===== config.mk =====
export PLATFORM = sky130hd
export DESIGN_NAME = seg_scan_mux
export DESIGN_NICKNAME = d
export VERILOG_FILES = /design/src/rtl/seg_scan_mux.sv
export SDC_FILE = /design/constraint.sdc
export NUM_CORES = 1
export LEC_CHECK = 0
export CAP_MARGIN = 20
export CORE_MARGIN = 1.5
export CORE_UTILIZATION = 45
export DETAILED_ROUTE_END_ITERATION = 10
export MAX_ROUTING_LAYER = met4
export PLACE_DENSITY = 0.69
export SETUP_SLACK_MARGIN = 0.02
export SLEW_MARGIN = 20
export SYNTH_ARGS = -nofsm -noshare
export SYNTH_HDL_FRONTEND = slang
export SYNTH_SLANG_ARGS = --single-unit

===== constraint.sdc =====
create_clock -name clk -period 4.3 [get_ports clk]
set_clock_uncertainty 0.2 [all_clocks]
set_input_delay 0.86 -clock clk [delete_from_list [all_inputs] [get_ports clk]]
set_output_delay 0.86 -clock clk [all_outputs]
set_load 0.05 [all_outputs]

===== src/rtl/seg_scan_mux.sv =====
// Eight-digit seven-segment scan driver: frame-synchronous shadow capture, ghost blanking, per-digit blink.
// Outputs registered (one cycle after the scan position is taken); input changes visible next frame.
module seg_scan_mux #(
    parameter int DIGIT_CYCLES = 50000,
    parameter int BLANK_CYCLES = 500,
    parameter int BLINK_HALF   = 25000000
) (
    input  logic       clk,
    input  logic       ac,
    input  logic [7:0] seg0,
    input  logic [7:0] seg1,
    input  logic [7:0] seg2,
    input  logic [7:0] seg3,
    input  logic [7:0] seg4,
    input  logic [7:0] seg5,
    input  logic [7:0] seg6,
    input  logic [7:0] seg7,
    input  logic [7:0] blink_mask,
    output logic [7:0] seg_out,
    output logic [7:0] an,
    output logic       frame_tick
);

    localparam int CW = (DIGIT_CYCLES > 1) ? $clog2(DIGIT_CYCLES) : 1;
    localparam int BW = (BLINK_HALF > 1) ? $clog2(BLINK_HALF) : 1;
    localparam logic [CW-1:0] C_LAST  = CW'(DIGIT_CYCLES - 1);
    localparam logic [CW-1:0] C_BLANK = CW'(BLANK_CYCLES);
    localparam logic [BW-1:0] B_LAST  = BW'(BLINK_HALF - 1);

    // Counters hold the scan position / blink state for the upcoming edge.
    logic [CW-1:0] c_q, c_d;
    logic [2:0]    d_q, d_d;
    logic [BW-1:0] bc_q, bc_d;
    logic          hidden_q, hidden_d;

    logic [7:0]    shadow_q [8];
    logic [7:0]    shadow_d [8];
    logic [7:0]    mask_q, mask_d;

    logic [7:0]    seg_out_q, seg_out_d;
    logic [7:0]    an_q, an_d;
    logic          tick_q, tick_d;

    logic [7:0]    seg_in [8];
    logic          frame_start;
    logic          c_wrap;
    logic          b_wrap;

    always_comb begin
        seg_in[0] = seg0;
        seg_in[1] = seg1;
        seg_in[2] = seg2;
        seg_in[3] = seg3;
        seg_in[4] = seg4;
        seg_in[5] = seg5;
        seg_in[6] = seg6;
        seg_in[7] = seg7;
    end

    always_comb begin
        frame_start = (c_q == '0) && (d_q == 3'd0);
        c_wrap      = (c_q == C_LAST);
        b_wrap      = (bc_q == B_LAST);

        c_d      = c_wrap ? '0 : c_q + 1'b1;
        d_d      = c_wrap ? d_q + 3'd1 : d_q;
        bc_d     = b_wrap ? '0 : bc_q + 1'b1;
        hidden_d = hidden_q ^ b_wrap;

        for (int k = 0; k < 8; k++) begin
            shadow_d[k] = frame_start ? seg_in[k] : shadow_q[k];
        end
        mask_d = frame_start ? blink_mask : mask_q;

        // Slot start is always blank, so the shadow read here is already settled.
        an_d      = 8'hFF;
        seg_out_d = 8'hFF;
        if (c_q >= C_BLANK) begin
            an_d = ~(8'b1 << d_q);
            if (!(mask_q[d_q] && hidden_q)) begin
                seg_out_d = shadow_q[d_q];
            end
        end
        tick_d = frame_start;
    end

    always_ff @(posedge clk) begin
        if (ac) begin
            c_q       <= '0;
            d_q       <= 3'd0;
            bc_q      <= '0;
            hidden_q  <= 1'b0;
            for (int k = 0; k < 8; k++) begin
                shadow_q[k] <= 8'hFF;
            end
            mask_q    <= 8'h00;
            seg_out_q <= 8'hFF;
            an_q      <= 8'hFF;
            tick_q    <= 1'b0;
        end else begin
            c_q       <= c_d;
            d_q       <= d_d;
            bc_q      <= bc_d;
            hidden_q  <= hidden_d;
            for (int k = 0; k < 8; k++) begin
                shadow_q[k] <= shadow_d[k];
            end
            mask_q    <= mask_d;
            seg_out_q <= seg_out_d;
            an_q      <= an_d;
            tick_q    <= tick_d;
        end
    end

    assign seg_out    = seg_out_q;
    assign an         = an_q;
    assign frame_tick = tick_q;

endmodule

==> flow_summary.json, run 1 <==
{
  "yosysTopAreaCell": "edfxtp_1",
  "hold_class": "register to register",
  "worstPathRequired_ps": 4200,
  "p_per_area_nw_per_um2": 417,
  "finalInstanceArea_um2": 7410,
  "clockBufferDepth": 2,
  "path_clk_slew_ps": 60,
  "start_kind": "register",
  "fin_cells": 759,
  "drive_gt1_share_pct": 13.3,
  "min_period_ps": 3220,
  "first_pass_iters": 4,
  "antenna_cells": 0,
  "grt_pass1_vias": 4070,
  "antenna_found_initial": 0,
  "fmax_mhz": 310,
  "finalMaxSlewViolations": 0,
  "p_leak_nw": 2.42,
  "synth_area_leaders": "edfxtp_1 (34%), dfxtp_1 (24%), mux4_2 (6.7%)",
  "async_flop_share_pct": 0,
  "die_area_um2": 13400,
  "yosys.area.top_type_share_pct": 33.5,
  "setup_viol": 0,
  "finalPower_mw": 3.09,
  "synth_area_um2": 5740,
  "place_ws_ps": 1100,
  "worstMarginPinSlew_ps": 978,
  "slew_headroom_pct": 34.8,
  "drt-vias-per-instance": 5.23,
  "worstSetupPathType": "register to register",
  "num_rows": 41,
  "synth.avg_cell_area_um2": 11.9,
  "synth.most_common_cell": "dfxtp_1",
  "syn_to_final_growth_pct": 29.2,
  "p_seq_share_pct": 46.2,
  "cp-end-kind": "register",
  "grt-ovfl-total": 0,
  "hold_violations": 0,
  "cts_tree": "done",
  "cts_setup_buffers": 0,
  "cts_root_buf": "clkbuf_16",
  "fin_nets": 657,
  "grt_max_degree": 58,
  "insertion_delay_ps": 410,
  "dp.cells": 727,
  "clockPowerShare_pct": 47.0,
  "synth.net_count": 565,
  "comb_power_share_pct": 6.8,
  "ant_nets": 0,
  "gp_congestion": 0.823,
  "core_region_area_um2": 12500,
  "p_sw_share_pct": 20.8,
  "wl_um": 12200,
  "drc": 0,
  "die_y_um": 116,
  "ys_seq_area_share_pct": 57.9,
  "die_width_um": 116,
  "placed_area_um2": 6810,
  "rsz0062_at_grt": "false",
  "cts_resized": 0,
  "worstPathMaxFanout": 18,
  "cts_hold_buf": 0,
  "track_usage_pct": 20.0,
  "pin_count": 91,
  "start_util_pct": 45.8,
  "ys_types": 39,
  "crit_arrival_ps": 3130,
  "synth_cells": 482,
  "synth_edf_count": 64,
  "ir_drop_v": 0.000371,
  "fin_crit_sh_pct": 74.9,
  "internal-power_mw": 2.45,
  "numCtsBuffers": 17,
  "status": "completed",
  "p_switching_uw": 643,
  "drt_iter0_markers": 306,
  "clkSinkCount": 134,
  "portBuffers": 90,
  "ctsHtreeMaxLevel": 4,
  "cap_violations": 0,
  "ys_ff_latch": 134,
  "ys.flop_type": "dfxtp_1",
  "setup_tns_ps": 0,
  "yosys_warnings": 0,
  "grt_pass1_wl_um": 19900,
  "place_hpwl_um": 8420,
  "yosys-top-cells-count": "dfxtp_1 (70), edfxtp_1 (64), nand2b_1 (48), nor2_1 (39), nand2_1 (31)",
  "routed-via-count": 3968,
  "wl_per_cell_um": 16.0,
  "fin_ws_ps": 1080
}
-- cells by family (layout without fill, tap and decap cells) --
kind of cell | after synthesis | in the layout | synth area share [%]
flops | 134 | 134 | 57.9
fa+ha+maj | 9 | 9 | 1.96
simple gates | 221 | 221 | 21.6
xor+xnor | 28 | 28 | 4.28
buf+inv | 34 | 139 | 2.66
mux | 20 | 20 | 7.22
compound gates | 36 | 36 | 4.32
-- power by group through the flow --
stage / registers [mW] / clock network [mW] / logic, mW
after floorplan: 1.45 / 0 / 0.109
after global placement: 1.45 / 0 / 0.206
after detailed placement: 1.45 / 0 / 0.212
after CTS: 1.43 / 1.47 / 0.212
after global routing: 1.43 / 1.53 / 0.228
final: 1.43 / 1.45 / 0.209
-- worst max-delay path, stage by stage, from the launching register on --
cell,delay (ps)
dfxtp_1,460
inv_1,390
ha_1,280
nand2_1,70
or4_4,540
o21ba_2,290
inv_2,340
buf_4,330
-- stage by stage --
step | util [%] | hold WS (ps)
after floorplan | - | 238
after global placement | 54.4 | 251
after detailed placement | 54.4 | 263
after CTS | 59.2 | 276
after global routing | 59.2 | 307
final | 59.2 | 272
-- registers in the layout (all words and copies together), names as in the netlist --
register	count
mask_q	8
hidden_q	1
c_q	16
frame_tick	1
an	8
shadow_q	64
d_q	3
bc_q	25
seg_out	8
-- layer usage --
layer / vias up / track usage [%] / share of wire (%)
li1: 1936 / - / -
met1: 1917 / 24.8 / 44
met2: 100 / 32.5 / 51
met3: 15 / 4.39 / 4.4
met4: 0 / 7.15 / 1.4
met5: - / - / 0
-- layout make-up --
| type | instances | area [um2] |
|---|---|---|
| clock buffer | 20 | 447 |
| timing repair buffer | 97 | 966 |
| multi-input combinational | 314 | 2270 |
| tap | 172 | 215 |
| fill | 1027 | 5110 |
| sequential | 134 | 3320 |
| inverter | 10 | 37.5 |
| clock inverter | 12 | 153 |
-- final timing paths --
| kind | endpoint | depth (start not counted) | slack (ps) | startpoint |
|---|---|---|---|---|
| worst max-delay path | shadow_q[7][0] | 7 | 1080 | d_q[0] |
| worst min register to register | bc_q[0] | 1 | 270 | bc_q[0] |
| worst max register to register | shadow_q[7][0] | 7 | 1080 | d_q[0] |
| worst min-delay path | bc_q[0] | 1 | 270 | bc_q[0] |
-- placed cells by master (no fill, tap or decap), types with 4 or more instances in the layout --
cell type        instances
clkdlybuf4s50_1         90
dfxtp_1                 70
edfxtp_1                64
nand2b_1                48
nor2_1                  39
nand2_1                 31
nand4_1                 26
or2_2                   18
nand3_1                 18
mux4_2                  17
clkbuf_16               17
xnor2_1                 15
xor2_1                  13
a21oi_1                 12
or4_1                   10
inv_1                    9
o31ai_1                  9
ha_1                     9
a22o_1                   8
or3_1                    6
nor4_1                   6
buf_4                    6
and4_1                   5
and3_1                   4
Power figures use the tool's default switching activity.
==> run 2, diff against run 1 <==
--- a/config.mk
+++ b/config.mk
@@ -10,7 +10,7 @@
 export CORE_UTILIZATION = 45
 export DETAILED_ROUTE_END_ITERATION = 10
 export MAX_ROUTING_LAYER = met4
-export PLACE_DENSITY = 0.69
+export PLACE_DENSITY = 0.71
 export SETUP_SLACK_MARGIN = 0.02
 export SLEW_MARGIN = 20
 export SYNTH_ARGS = -nofsm -noshare
==> constraint.sdc (replaced) <==
create_clock -name clk -period 2.6 [get_ports clk]
set_clock_uncertainty 0.2 [all_clocks]
set_input_delay 0.52 -clock clk [delete_from_list [all_inputs] [get_ports clk]]
set_output_delay 0.52 -clock clk [all_outputs]
set_load 0.05 [all_outputs]
==> flow_summary.json, run 2 (synthesis results as in run 1) <==
{
  "layout_commonest_cell": "clkdlybuf4s50_1",
  "insertion_delay_ps": 410,
  "portBuffers": 90,
  "setup_viol": 0,
  "p_per_area_nw_per_um2": 661,
  "finalMaxSlewViolations": 0,
  "final_cell_mix": "clkdlybuf4s50_1 (90), dfxtp_1 (69), edfxtp_1 (64)",
  "clkSinkCount": 134,
  "dp.cells": 733,
  "r2r_setup_slack_ps": 100,
  "slowest_stage": "or4_4",
  "worstSetupPathType": "register to register",
  "path_clk_slew_ps": 50,
  "crit_arrival_ps": 2400,
  "syn_to_final_growth_pct": 29.9,
  "gp_congestion": 0.851,
  "cap_violations": 0,
  "worstMarginPinSlew_ps": 512,
  "antenna_found_initial": 0,
  "die_width_um": 116,
  "min_period_ps": 2500,
  "cpPeakStageDelay_ps": 550,
  "grt_pass1_vias": 3942,
  "grt_max_degree": 37,
  "place_ws_ps": 82.4,
  "hold_class": "register to register",
  "finalPower_mw": 4.92,
  "p_sw_share_pct": 20.6,
  "largest_register_ffs": 64,
  "cts_root_buf": "clkbuf_16",
  "die_area_um2": 13400,
  "crit_top_cell": "or4_4",
  "internal-power_mw": 3.91,
  "fin_crit_sh_pct": 96.1,
  "min_to": "c_q[0]",
  "fin_ws_ps": 103,
  "crit_start": "c_q[11]",
  "cts_tree": "done",
  "min_from": "c_q[0]",
  "wl_um": 12200,
  "fmax_mhz": 400,
  "worstPathMaxFanout": 36,
  "start_util_pct": 45.8,
  "first_pass_iters": 4,
  "fin_nets": 663,
  "cp.depth": 5,
  "path_cells": "or4_4, or4_4, o21ba_4, clkinvlp_4, buf_12",
  "ctsHtreeMaxLevel": 4,
  "slew_headroom_pct": 65.8,
  "p_leak_nw": 2.44,
  "clockBufferDepth": 2,
  "die_y_um": 116,
  "largest-register": "shadow_q",
  "p_seq_share_pct": 48.0,
  "worstReg2RegEnd": "shadow_q[6][3]",
  "ff2ff_path_depth": 5,
  "grt_pass1_wl_um": 19200,
  "path_buf_inv": 2,
  "core_region_area_um2": 12500,
  "drc": 0,
  "cp-end-kind": "register",
  "comb_power_share_pct": 7.5,
  "drive_gt1_share_pct": 14.0,
  "rsz0062_at_grt": "false",
  "ant_nets": 0,
  "numCtsBuffers": 17,
  "grt-ovfl-total": 0,
  "pin_count": 91,
  "min_path_cells": 1,
  "num_rows": 41,
  "status": "completed",
  "worstPathRequired_ps": 2500,
  "drt-vias-per-instance": 5.34,
  "p_switching_mw": 1.01,
  "wl_per_cell_um": 15.9,
  "cts_setup_buffers": 0,
  "antenna_cells": 0,
  "fin_cells": 765,
  "clockPowerShare_pct": 44.5,
  "hold_violations": 0,
  "reg2reg_from": "c_q[11]",
  "drt_iter0_markers": 278,
  "routed-via-count": 4082,
  "ir_drop_v": 0.000432,
  "largest_registers": "shadow_q (64), bc_q (25), c_q (16)",
  "start_kind": "register",
  "place_hpwl_um": 8400,
  "track_usage_pct": 19.8,
  "path_delay_family": "simple AND/OR/NAND/NOR gates"
}
run 2: changes by cell type in the layout (fill, tap and decap cells not counted), moves of 2 or more:
cell       previous run  this run
bufinv_16             3         0
clkbuf_1              2         7
buf_12                1         3
clkinv_1              2         0
inv_4                 0         2
clkinv_4              3         0
clkbuf_8              1         6
buf_4                 6         9
run 2: cell type report:
class | instances | area [um2]
clock buffers | 30 | 534
clock inverters | 2 | 12.5
fillers | 1024 | 5060
inverters | 10 | 41.3
multi-input cells | 314 | 2280
flip-flops and latches | 134 | 3320
well taps | 172 | 215
repair buffers | 103 | 1040
run 2: what timing repair did:
action | 4_1_cts | 5_1_grt
setup endpoints to repair | 0 | 14
resized for setup | 0 | 1
hold buffers | 0 | 0
run 2: metal layers:
layer / GRT usage, % / vias up / share of wire [%]
met2: 31.1 / 116 / 48
met1: 24.1 / 1993 / 45
met4: 7.72 / 0 / 1.7
met3: 5.81 / 21 / 5.5
met5: - / - / 0
li1: - / 1952 / -
run 2: power by group through the flow:
stage | clock (mW) | sequential [mW] | combinational, mW
after floorplan | 0 | 2.40 | 0.185
after global placement | 0 | 2.40 | 0.362
after detailed placement | 0 | 2.41 | 0.370
after CTS | 2.23 | 2.36 | 0.372
after global routing | 2.32 | 2.37 | 0.400
final | 2.19 | 2.36 | 0.368
run 2: how the worst max path moves through the flow:
| stage | end | slack (ps) |
|---|---|---|
| floorplan | shadow_q[0][0] | -340 |
| global placement | shadow_q[0][3] | 100 |
| detailed placement | shadow_q[2][4] | 80 |
| CTS | shadow_q[0][5] | 80 |
| global route | shadow_q[6][3] | 40 |
| finish | shadow_q[6][3] | 100 |
run 2: per-stage QoR:
step | instance area [um2] | hold WS (ps) | util, % | TNS [ps]
6_report | 7450 | 278 | 59.5 | 0
5_1_grt | 7450 | 304 | 59.5 | 0
4_1_cts | 7450 | 275 | 59.5 | 0
3_5_place_dp | 6900 | 262 | 55.1 | 0
3_3_place_gp | 6900 | 254 | 55.1 | 0
2_1_floorplan | 5790 | 238 | - | -21470
